`config.mk`:
```
export PLATFORM = sky130hd
export DESIGN_NAME = run_done_ctrl
export DESIGN_NICKNAME = d
export VERILOG_FILES = /design/src/rtl/ctrl_pkg.sv /design/src/rtl/sat_counter.sv /design/src/rtl/run_done_ctrl.sv
export SDC_FILE = /design/constraint.sdc
export NUM_CORES = 1
export LEC_CHECK = 0
export CORE_UTILIZATION = 44
export DETAILED_ROUTE_END_ITERATION = 12
export PLACE_DENSITY = 0.9
export SYNTH_ARGS = -nofsm -noshare
export SYNTH_HDL_FRONTEND = slang
export SYNTH_HIERARCHICAL = 1
export SYNTH_SLANG_ARGS = --single-unit
```
`constraint.sdc`:
```
create_clock -name Clk -period 2.9 [get_ports Clk]
set_input_delay 0.58 -clock Clk [delete_from_list [all_inputs] [get_ports Clk]]
set_output_delay 0.58 -clock Clk [all_outputs]
set_load 0.1 [all_outputs]
```
`src/rtl/ctrl_pkg.sv`:
```
// Shared types and widths for the run/done controller and the instruction decoder.
package ctrl_pkg;

  typedef enum logic [2:0] {
    IDLE,
    RUN,
    DRAIN,
    DUMP,
    DONE
  } state_t;

  localparam int CTRL_IW = 9;
  localparam int CTRL_DW = 8;
  localparam logic [CTRL_IW-1:0] CTRL_HALT_CODE = 9'b011111111;

endpackage

```
`src/rtl/sat_counter.sv`:
```
// Up-counter that sticks at its all-ones value instead of wrapping.
module sat_counter #(
  parameter int CW = 16
) (
  input  logic          clk,
  input  logic          rst,
  input  logic          en,
  input  logic          clr,
  output logic [CW-1:0] count
);

  always_ff @(posedge clk or posedge rst) begin
    if (rst) begin
      count <= '0;
    end else if (clr) begin
      count <= '0;
    end else if (en && (count != '1)) begin
      count <= count + 1'b1;
    end
  end

endmodule

```
`src/rtl/run_done_ctrl.sv`:
```
// Run/halt/dump/done sequencer: releases the core, catches HALT or a watchdog
// timeout, drains one cycle, streams the register file out, then raises Done.
module run_done_ctrl
  import ctrl_pkg::*;
#(
  parameter int             NREG       = 8,
  parameter int             DW         = CTRL_DW,
  parameter int             IW         = CTRL_IW,
  parameter logic [IW-1:0]  HALT_CODE  = CTRL_HALT_CODE,
  parameter int             CW         = 16,
  parameter int             MAX_CYCLES = 1000,
  localparam int            RW         = $clog2(NREG)
) (
  input  logic          Clk,
  input  logic          Reset,
  input  logic [IW-1:0] Instr,
  input  logic          InstrValid,
  output logic          Run,
  output logic [RW-1:0] RdAddr,
  input  logic [DW-1:0] RdData,
  output logic          DumpValid,
  input  logic          DumpReady,
  output logic [RW-1:0] DumpAddr,
  output logic [DW-1:0] DumpData,
  output logic [CW-1:0] CycleCount,
  output logic          Timeout,
  output logic          Done
);

  localparam logic [RW-1:0] LAST_ADDR = RW'(NREG - 1);
  localparam logic [CW-1:0] WD_LAST   = CW'(MAX_CYCLES - 1);
  localparam logic          WD_EN     = (MAX_CYCLES != 0);

  state_t        state_reg, state_next;
  logic [RW-1:0] rd_addr_reg, rd_addr_next;
  logic          timeout_reg, timeout_next;
  logic          halt_seen;
  logic          wd_fire;

  assign halt_seen = InstrValid && (Instr == HALT_CODE);
  assign wd_fire   = WD_EN && (CycleCount == WD_LAST);

  sat_counter #(
    .CW (CW)
  ) u_cycle_counter (
    .clk   (Clk),
    .rst   (Reset),
    .en    (state_reg == RUN),
    .clr   (state_reg == IDLE),
    .count (CycleCount)
  );

  always_ff @(posedge Clk or posedge Reset) begin
    if (Reset) begin
      state_reg   <= IDLE;
      rd_addr_reg <= '0;
      timeout_reg <= 1'b0;
    end else begin
      state_reg   <= state_next;
      rd_addr_reg <= rd_addr_next;
      timeout_reg <= timeout_next;
    end
  end

  always_comb begin
    state_next   = state_reg;
    rd_addr_next = rd_addr_reg;
    timeout_next = timeout_reg;
    unique case (state_reg)
      IDLE: state_next = RUN;
      RUN: begin
        // A halt on the watchdog's last cycle is a clean finish, not a timeout.
        if (halt_seen) begin
          state_next = DRAIN;
        end else if (wd_fire) begin
          timeout_next = 1'b1;
          state_next   = DRAIN;
        end
      end
      DRAIN: begin
        state_next   = DUMP;
        rd_addr_next = '0;
      end
      DUMP: begin
        if (DumpReady) begin
          if (rd_addr_reg == LAST_ADDR) begin
            state_next = DONE;
          end else begin
            rd_addr_next = rd_addr_reg + 1'b1;
          end
        end
      end
      DONE:    state_next = DONE;
      default: state_next = IDLE;
    endcase
  end

  // The RF is frozen while Run is low, so the beat needs no holding register.
  assign Run       = (state_reg == RUN);
  assign DumpValid = (state_reg == DUMP);
  assign Done      = (state_reg == DONE);
  assign Timeout   = timeout_reg;
  assign RdAddr    = rd_addr_reg;
  assign DumpAddr  = rd_addr_reg;
  assign DumpData  = RdData;

endmodule

```
==> run summary, run 1 <==
Synth cell types -> 41
CTS tree -> built
FFs w/ async S/R, synth -> 100.0%
FF-to-FF path depth -> 5
Final Critical Period -> 2.171 ns
Die Span X -> 59.90 µm
DP Wirelength -> 2456 µm
Mapped Cells -> 159
Htree depth -> 1
Kind of critical path -> reg -> out
Share of layout cells above drive strength 1 -> 23.40%
CTS hold repair buffers -> 0
ANT nets after route -> 0
Largest register FFs -> 16
Final hold viol count -> 0
Clock Latency Late Sink -> 0.33 ns
First-pass GRT wire length -> 5471 µm
Startpoint types -> flop
WP data arrival -> 1.59 ns
Routed wire length -> 3326 µm
CTS resizes -> 0
Seq/Total Area, Yosys -> 39.02%
Clock Tree Buf Depth -> 2
Fin Clk Skew -> 0.002847 ns
Area of the multi-input gates -> 772.0 µm²
Synthesized Nets -> 183
Vias -> 1329
Area growth syn-to-layout -> 21.63%
Overall routing resource usage -> 20.48%
Outcome -> completed
# IOs -> 55
Setup TNS -> 0 ns
Synth area leader -> dfrtp_1
Max Slew Vio Count -> 0
First drt pass iteration count -> 4
Gr ovfl total -> 0
Power Dens Cells -> 847.7 mW/mm²
CTS sink cnt -> 23
Initial DRC Count -> 91
EDFF count, synth -> 0
GP Congestion -> 0.8281
Core area -> 0.003128 mm²
Maximum VDD drop -> 0.8892 mV
Cell Area, Synth -> 0.001475 mm²
Largest net degree at the start of global routing -> 20
Core Rows -> 20
Synth Flop Type -> dfrtp_1
CTS clk-pin slew, worst paths -> 0.12 ns
Vias in the first global route -> 1211
Post-CTS setup buffer count -> 0
Syn. warnings -> 6
Critical path fanouts, max -> 10
Starting Density -> 47.16%
Worst-Margin Slew -> 0.6547 ns
CTS Buf Count -> 3
Slew HR -> 56.02%
Top-area cell type share of the netlist area -> 39.02%
Req. time, crit path -> 2.32 ns
Mean Syn Cell Area -> 9.278 µm²
RSZ-0062 raised after global routing -> no
Nets -> 213
Area contributors post-synth -> dfrtp_1 39%, buf_4 6.1%, a21oi_1 4.4%
Port Buffers -> 38
Achievable clock frequency -> 0.4606 GHz
Ant. Diodes -> 0
Hold WC Path Type -> in -> async
Max Cap Violations -> 0
Final setup fails -> 0
Drt via density -> 5.728
Storage element area -> 575.6 µm²
CP endpoint kind -> primary output
Static Leak -> 0.7697 nW
# fillers -> 266
Number of synthesized register bits -> 23
Tcrit/Tclk final -> 74.86%
Drc violations -> 0
Die height -> 59.90 µm
Reg2reg setup slack -> 0.84 ns
CTS root buf -> clkbuf_4
Wirelength per Cell -> 14.34 µm
Total Power -> 1.521 mW
Initial antenna violation count -> 0
Die ar. -> 0.003588 mm²
## final timing paths
check | from | end
worst max-delay path | state_reg[0] | Run
worst min register to register | Timeout | Timeout
worst max register to register | state_reg[0] | u_cycle_counter/count[13]
max in group asynchronous | Reset | u_cycle_counter/count[15]
worst min-delay path | Reset | DumpAddr[1]
min in group Clk | Timeout | Timeout
## logic make-up after synthesis
kind of cell,Yosys count,synth area share [%]
mux,6,4.326
buf+inv,23,9.415
simple gates,71,30.20
compound gates,32,13.91
xor+xnor,1,0.5938
flops,23,39.02
fa+ha+maj,3,2.545
## layer usage
layer	up-vias	part of all wire [%]	GRT usage (%)
met5	-	0	0
met4	0	2.9	12.62
met3	7	5.7	2.381
met2	45	47	32.06
met1	629	44	26.91
li1	648	-	-
## report_power, final
part | switching, mW | internal, mW
combinational | 0.657 | 0.251
clock | 0.101 | 0.0519
sequential | 0.0877 | 0.371
## metrics by stage
stage,utilization [%],cells,cell area [µm²],hold WS [ns],setup slack [ns]
2_1_floorplan,-,159,1486,0.3834,-0.07870
3_5_place_dp,56.48,228,1767,0.4806,0.8920
3_3_place_gp,56.48,228,1767,0.4702,0.9205
4_1_cts,57.36,232,1794,0.5069,0.7198
5_1_grt,57.36,232,1794,0.5102,0.6398
6_report,57.36,232,1794,0.5073,0.7291
## Yosys cell counts, types with 2 or more instances
cell and instances:
dfrtp_1 23, a21oi_1 13, buf_4 12, nand2_1 10
nor2_1 8, inv_1 7, nand3_1 7, nand4_1 6
or3_1 6, or4_1 6, nor3_1 5, o21ai_0 5
o31ai_1 5, nand2b_1 4, nor4_1 4, ha_1 3
mux2_2 3, mux2i_1 3, nor2b_1 3, o41ai_1 3
and4b_1 2, clkbuf_2 2
## final cells by class
cell class / instances / area share [%]
Clock buffer: 3 / 1.255
Clock inverter: 1 / 0.2789
Inverter: 7 / 1.464
Multi-Input combinational cell: 113 / 43.03
Sequential cell: 23 / 32.08
Tap cell: 44 / 3.068
Timing Repair Buffer: 41 / 18.83
## placed cells by master (no fill, tap or decap), types with 2 or more instances in the layout
cell | synthesis | final
buf_4 | 12 | 29
mux2i_1 | 3 | 3
inv_1 | 7 | 7
nand2_1 | 10 | 10
clkbuf_4 | 0 | 3
nand4_1 | 6 | 6
nor2_1 | 8 | 8
or4_1 | 6 | 6
nand3_1 | 7 | 7
dfrtp_1 | 23 | 23
and4b_1 | 2 | 2
clkdlybuf4s50_1 | 0 | 12
o21ai_0 | 5 | 5
mux2_2 | 3 | 3
nor2b_1 | 3 | 3
ha_1 | 3 | 3
nor3_1 | 5 | 5
a21oi_1 | 13 | 13
or3_1 | 6 | 6
nor4_1 | 4 | 4
nand2b_1 | 4 | 4
o41ai_1 | 3 | 3
o31ai_1 | 5 | 5
## worst max-delay path: stages, from the launching register on
cell	delay (ns)
dfrtp_1	0.51
nor3b_4	0.24
buf_4	0.20
buf_4	0.31
Note: power is estimated with default switching activity, not from simulation.
==> run 2: changes to the inputs <==
- clock period: 2.9 -> 2.1 ns (I/O delays scaled with it)
==> run 2 against run 1 <==
Compared with the run above:
- critical path depth up 3
- non-clock buffer count is 4 higher
- clock skew is 0.0020 ns higher
- wire length up 2.8%
- largest cell class unchanged
- cell count rose by 1.7%
- clock-buffer cell count increased by 1
- combinational power increased by 54%
- global-route usage grew 0.34 points
- final area grew 5.5%
- first-iteration DRC count down 20%
- clock power is 31% higher
==> run summary, run 2 (synthesis gave the netlist of run 1 again) <==
CTS hold repair buffers -> 0
Clock Tree Buf Depth -> 2
First drt pass iteration count -> 4
Reg2reg setup slack -> 0.15 ns
Gate power share -> 63.1%
Sw Share -> 53.20%
# fillers -> 259
Outcome -> completed
CTS resizes -> 0
Power Dens Cells -> 1169 mW/mm²
Max Slew Vio Count -> 0
Drc violations -> 0
Drt via density -> 5.809
CTS Buf Count -> 3
Tcrit/Tclk final -> 92.76%
Fin Clk Skew -> 0.004804 ns
Htree depth -> 1
R2R Path End -> u_cycle_counter/count[12]
Overall routing resource usage -> 20.82%
Largest net degree at the start of global routing -> 20
Static Leak -> 0.7917 nW
Core area -> 0.003128 mm²
Initial DRC Count -> 73
Critical path fanouts, max -> 10
Wirelength per Cell -> 14.48 µm
DP Wirelength -> 2575 µm
P_sw -> 1.177 mW
Reg2reg start -> state_reg[2]
CTS sink cnt -> 23
Vias in the first global route -> 1249
# IOs -> 55
Starting Density -> 47.16%
Most frequent cells in the layout -> 29 x buf_4, 17 x dfrtp_1, 13 x a21oi_1
CTS clk-pin slew, worst paths -> 0.12 ns
Final hold viol count -> 0
Kind of critical path -> reg -> reg
ANT nets after route -> 0
Hold WC Path Type -> in -> async
Port Buffers -> 38
Area growth syn-to-layout -> 28.33%
Commonest non-fill, non-tap cell in the layout -> buf_4
Clock Power Share -> 9.1%
Die height -> 59.90 µm
Maximum VDD drop -> 0.7732 mV
CTS root buf -> clkbuf_4
Die Span X -> 59.90 µm
Total Power -> 2.212 mW
Routed wire length -> 3418 µm
Int Pwr -> 1.035 mW
Initial antenna violation count -> 0
GP Congestion -> 0.8269
Slew HR -> 55.32%
Clock Latency Late Sink -> 0.30 ns
CTS tree -> built
Core Rows -> 20
First-pass GRT wire length -> 5582 µm
Die ar. -> 0.003588 mm²
Post-CTS setup buffer count -> 0
Setup TNS -> 0 ns
Startpoint types -> flop
Share of layout cells above drive strength 1 -> 28.13%
Final setup fails -> 0
WP data arrival -> 2.18 ns
Worst-Margin Slew -> 0.6695 ns
Max Cap Violations -> 0
Gr ovfl total -> 0
Nets -> 217
Vias -> 1371
Req. time, crit path -> 2.33 ns
Final Critical Period -> 1.948 ns
RSZ-0062 raised after global routing -> no
CP endpoint kind -> flop
Register share of total power -> 27.8%
Achievable clock frequency -> 0.5134 GHz
FF-to-FF path depth -> 6
Ant. Diodes -> 0
Largest register FFs -> 16
==> run 2: cell types whose count changed in the layout (fill, tap and decap cells not counted), sizes merged <==
cell	delta
clkbuf	+1
clkinv	-1
buf	+4
==> run 2: how the worst max path moves through the flow <==
stage | startpoint | cells after the start | end
after CTS | state_reg[2] | 6 | u_cycle_counter/count[12]
final | state_reg[2] | 6 | u_cycle_counter/count[12]
after global placement | state_reg[2] | 6 | u_cycle_counter/count[12]
after floorplan | state_reg[0] | 7 | u_cycle_counter/count[13]
after detailed placement | state_reg[2] | 6 | u_cycle_counter/count[12]
after global routing | u_cycle_counter/count[2] | 4 | u_cycle_counter/count[13]
==> run 2: power by group through the flow <==
| stage | Combinational (mW) | Sequential, mW | Clock, mW |
|---|---|---|---|
| floorplan | 0.861 | 0.925 | 0 |
| global placement | 1.38 | 0.618 | 0 |
| detailed placement | 1.40 | 0.624 | 0 |
| CTS | 1.41 | 0.615 | 0.209 |
| global route | 1.46 | 0.628 | 0.237 |
| finish | 1.40 | 0.615 | 0.200 |
==> run 2: final cells by class <==
| class | instances | area [µm²] | area share [%] |
|---|---|---|---|
| flip-flops and latches | 23 | 583.1 | 30.80 |
| repair buffers | 45 | 417.9 | 22.08 |
| inverters | 7 | 26.28 | 1.388 |
| multi-input cells | 113 | 784.5 | 41.44 |
| well taps | 44 | 55.05 | 2.908 |
| clock buffers | 4 | 26.28 | 1.388 |
==> run 2: metal layers <==
layer | up-vias | share of wire (%) | global-route usage (%)
met5 | - | 0 | 0
met3 | 2 | 5.7 | 4.113
met4 | 0 | 0.73 | 6.645
met1 | 655 | 43 | 26.79
li1 | 652 | - | -
met2 | 62 | 50 | 34.92
==> run 2: critical path, stage by stage, from the launching register on <==
cell and delay, ns:
dfrtp_1 0.42, nor3b_4 0.26, buf_4 0.22, nand3_1 0.10, or4_1 0.42, or3_1 0.32, a21oi_1 0.14
==> run 2: per-stage QoR <==
stage	setup WS (ns)	instances	utilization, %	hold slack [ns]	cell area (µm²)
2_1_floorplan	-0.7596	159	-	0.2233	1524
3_3_place_gp	0.2501	232	59.68	0.4614	1867
3_5_place_dp	0.1956	232	59.68	0.4665	1867
4_1_cts	0.1670	236	60.52	0.3787	1893
5_1_grt	0.07381	236	60.52	0.3756	1893
6_report	0.1521	236	60.52	0.3769	1893
==> run 3: changes to the inputs <==
- CORE_UTILIZATION: 44 -> 47
- PLACE_DENSITY: 0.9 -> 0.94
- clock period: 2.1 -> 2.5 ns (I/O delays scaled with it)
==> run 3 against run 2 <==
Compared with the run above:
- the run now ends with DRC left
- register-to-register slack better by 0.26 ns
- worst hold slack better by 0.068 ns
- flip-flop and latch count unchanged
- largest cell class unchanged
- combinational power decreased by 21%
==> run summary, run 3 (synthesis gave the netlist of run 1 again) <==
Startpoint types -> flop
CP peak stage delay -> 0.51 ns
ANT nets after route -> 0
RSZ-0062 raised after global routing -> no
Initial antenna violation count -> 0
GP Congestion -> 0.8839
CP max stage cell -> dfrtp_1
Clock Tree Buf Depth -> 2
Nets -> 214
CTS root buf -> clkbuf_4
Gate power share -> 60.6%
Kind of critical path -> reg -> reg
First-pass GRT wire length -> 6058 µm
First drt pass iteration count -> 9
Largest register FFs -> 16
Die ar. -> 0.003367 mm²
Hold WC Path Type -> in -> async
Worst-Margin Slew -> 0.6210 ns
Port Buffers -> 38
P_sw -> 0.9971 mW
Sw Share -> 54.73%
Register share of total power -> 29.9%
CTS hold repair buffers -> 0
Htree depth -> 1
Int Pwr -> 0.8248 mW
DP Worst Slack -> 0.4665 ns
Overall routing resource usage -> 23.42%
Ant. Diodes -> 0
CTS resizes -> 0
Static Leak -> 0.7741 nW
# IOs -> 55
Outcome -> finished, violations left
Slew HR -> 58.55%
Vias in the first global route -> 1303
CTS clk-pin slew, worst paths -> 0.13 ns
Power Dens Cells -> 1006 mW/mm²
Fin worst setup slack -> 0.4084 ns
Post-CTS setup buffer count -> 0
# fillers -> 245
DP Wirelength -> 2676 µm
Initial DRC Count -> 78
Failing checks -> DRC
Final Critical Period -> 2.092 ns
Req. time, crit path -> 2.74 ns
Share of layout cells above drive strength 1 -> 24.87%
Achievable clock frequency -> 0.4781 GHz
Die height -> 58.03 µm
Maximum VDD drop -> 0.8849 mV
Total Power -> 1.822 mW
WP data arrival -> 2.34 ns
Wirelength per Cell -> 16.23 µm
Die Span X -> 58.03 µm
CTS sink cnt -> 23
Setup TNS -> 0 ns
CTS tree -> built
Max Cap Violations -> 0
Vias -> 1398
Critical path fanouts, max -> 10
Commonest non-fill, non-tap cell in the layout -> buf_4
Core area -> 0.002853 mm²
Starting Density -> 51.71%
Clock Power Share -> 9.5%
Final hold viol count -> 0
Area growth syn-to-layout -> 22.82%
Final setup fails -> 0
Max Slew Vio Count -> 0
Largest net degree at the start of global routing -> 17
Crit-path cells -> nor3b_4 > buf_4 > nand3_1 > or4_1 > or3_1 > a21oi_1
Core Rows -> 19
Core Util, Final -> 63.51%
CTS Buf Count -> 3
Drc violations -> 5
Most frequent cells in the layout -> 29 x buf_4, 21 x dfrtp_1, 13 x a21oi_1
Routed wire length -> 3570 µm
CP endpoint kind -> flop
Clock Latency Late Sink -> 0.31 ns
Drt via density -> 6.355
Hold slack -> 0.4448 ns
Tcrit/Tclk final -> 83.66%
Fin Clk Skew -> 0.005174 ns
Gr ovfl total -> 0
run 3: cell count changes in the layout (fill, tap and decap cells not counted), sizes merged:
cell,before,now
buf,33,30
run 3: final timing paths:
check | start | end | depth (start not counted) | slack [ns]
max in group asynchronous | Reset | u_cycle_counter/count[1] | 2 | 1.48
worst max register to register | state_reg[0] | u_cycle_counter/count[12] | 6 | 0.41
worst min register to register | Timeout | Timeout | 1 | 0.50
worst max-delay path | state_reg[0] | u_cycle_counter/count[12] | 6 | 0.41
min in group Clk | Timeout | Timeout | 1 | 0.50
worst min-delay path | Reset | DumpAddr[2] | 2 | 0.44
run 3: layout make-up:
cell class	count	area, µm²	area share [%]
timing repair buffer	42	357.8	19.75
sequential	23	578.1	31.91
tap	31	38.79	2.141
clock buffer	4	26.28	1.450
multi-input combinational	113	784.5	43.30
inverter	7	26.28	1.450
run 3: through the flow:
stage | cells | cell area [µm²]
floorplan | 159 | 1519
global placement | 216 | 1785
detailed placement | 216 | 1785
CTS | 220 | 1812
global route | 220 | 1812
finish | 220 | 1812
run 3: critical path: cells and delay by family, from the launching register on:
family                 cells  cell delay [ns]
AND/OR/NAND/NOR            4             1.13
buffers and inverters      1             0.24
AO/OA/AOI/OAI              1             0.14
flip-flops                 1             0.51
run 3: power by group through the flow:
stage | sequential (mW) | combinational [mW] | clock, mW
floorplan | 0.774 | 0.724 | 0
global placement | 0.542 | 1.08 | 0
detailed placement | 0.552 | 1.10 | 0
CTS | 0.545 | 1.10 | 0.177
global route | 0.561 | 1.16 | 0.194
finish | 0.544 | 1.10 | 0.174
run 3: routing by layer:
layer | up-vias | track usage, % | share of wire, %
met5 | - | 0 | 0
met4 | 0 | 9.184 | 0.81
met3 | 6 | 3.795 | 6.3
met2 | 64 | 39.57 | 51
met1 | 678 | 30.07 | 42
li1 | 650 | - | -
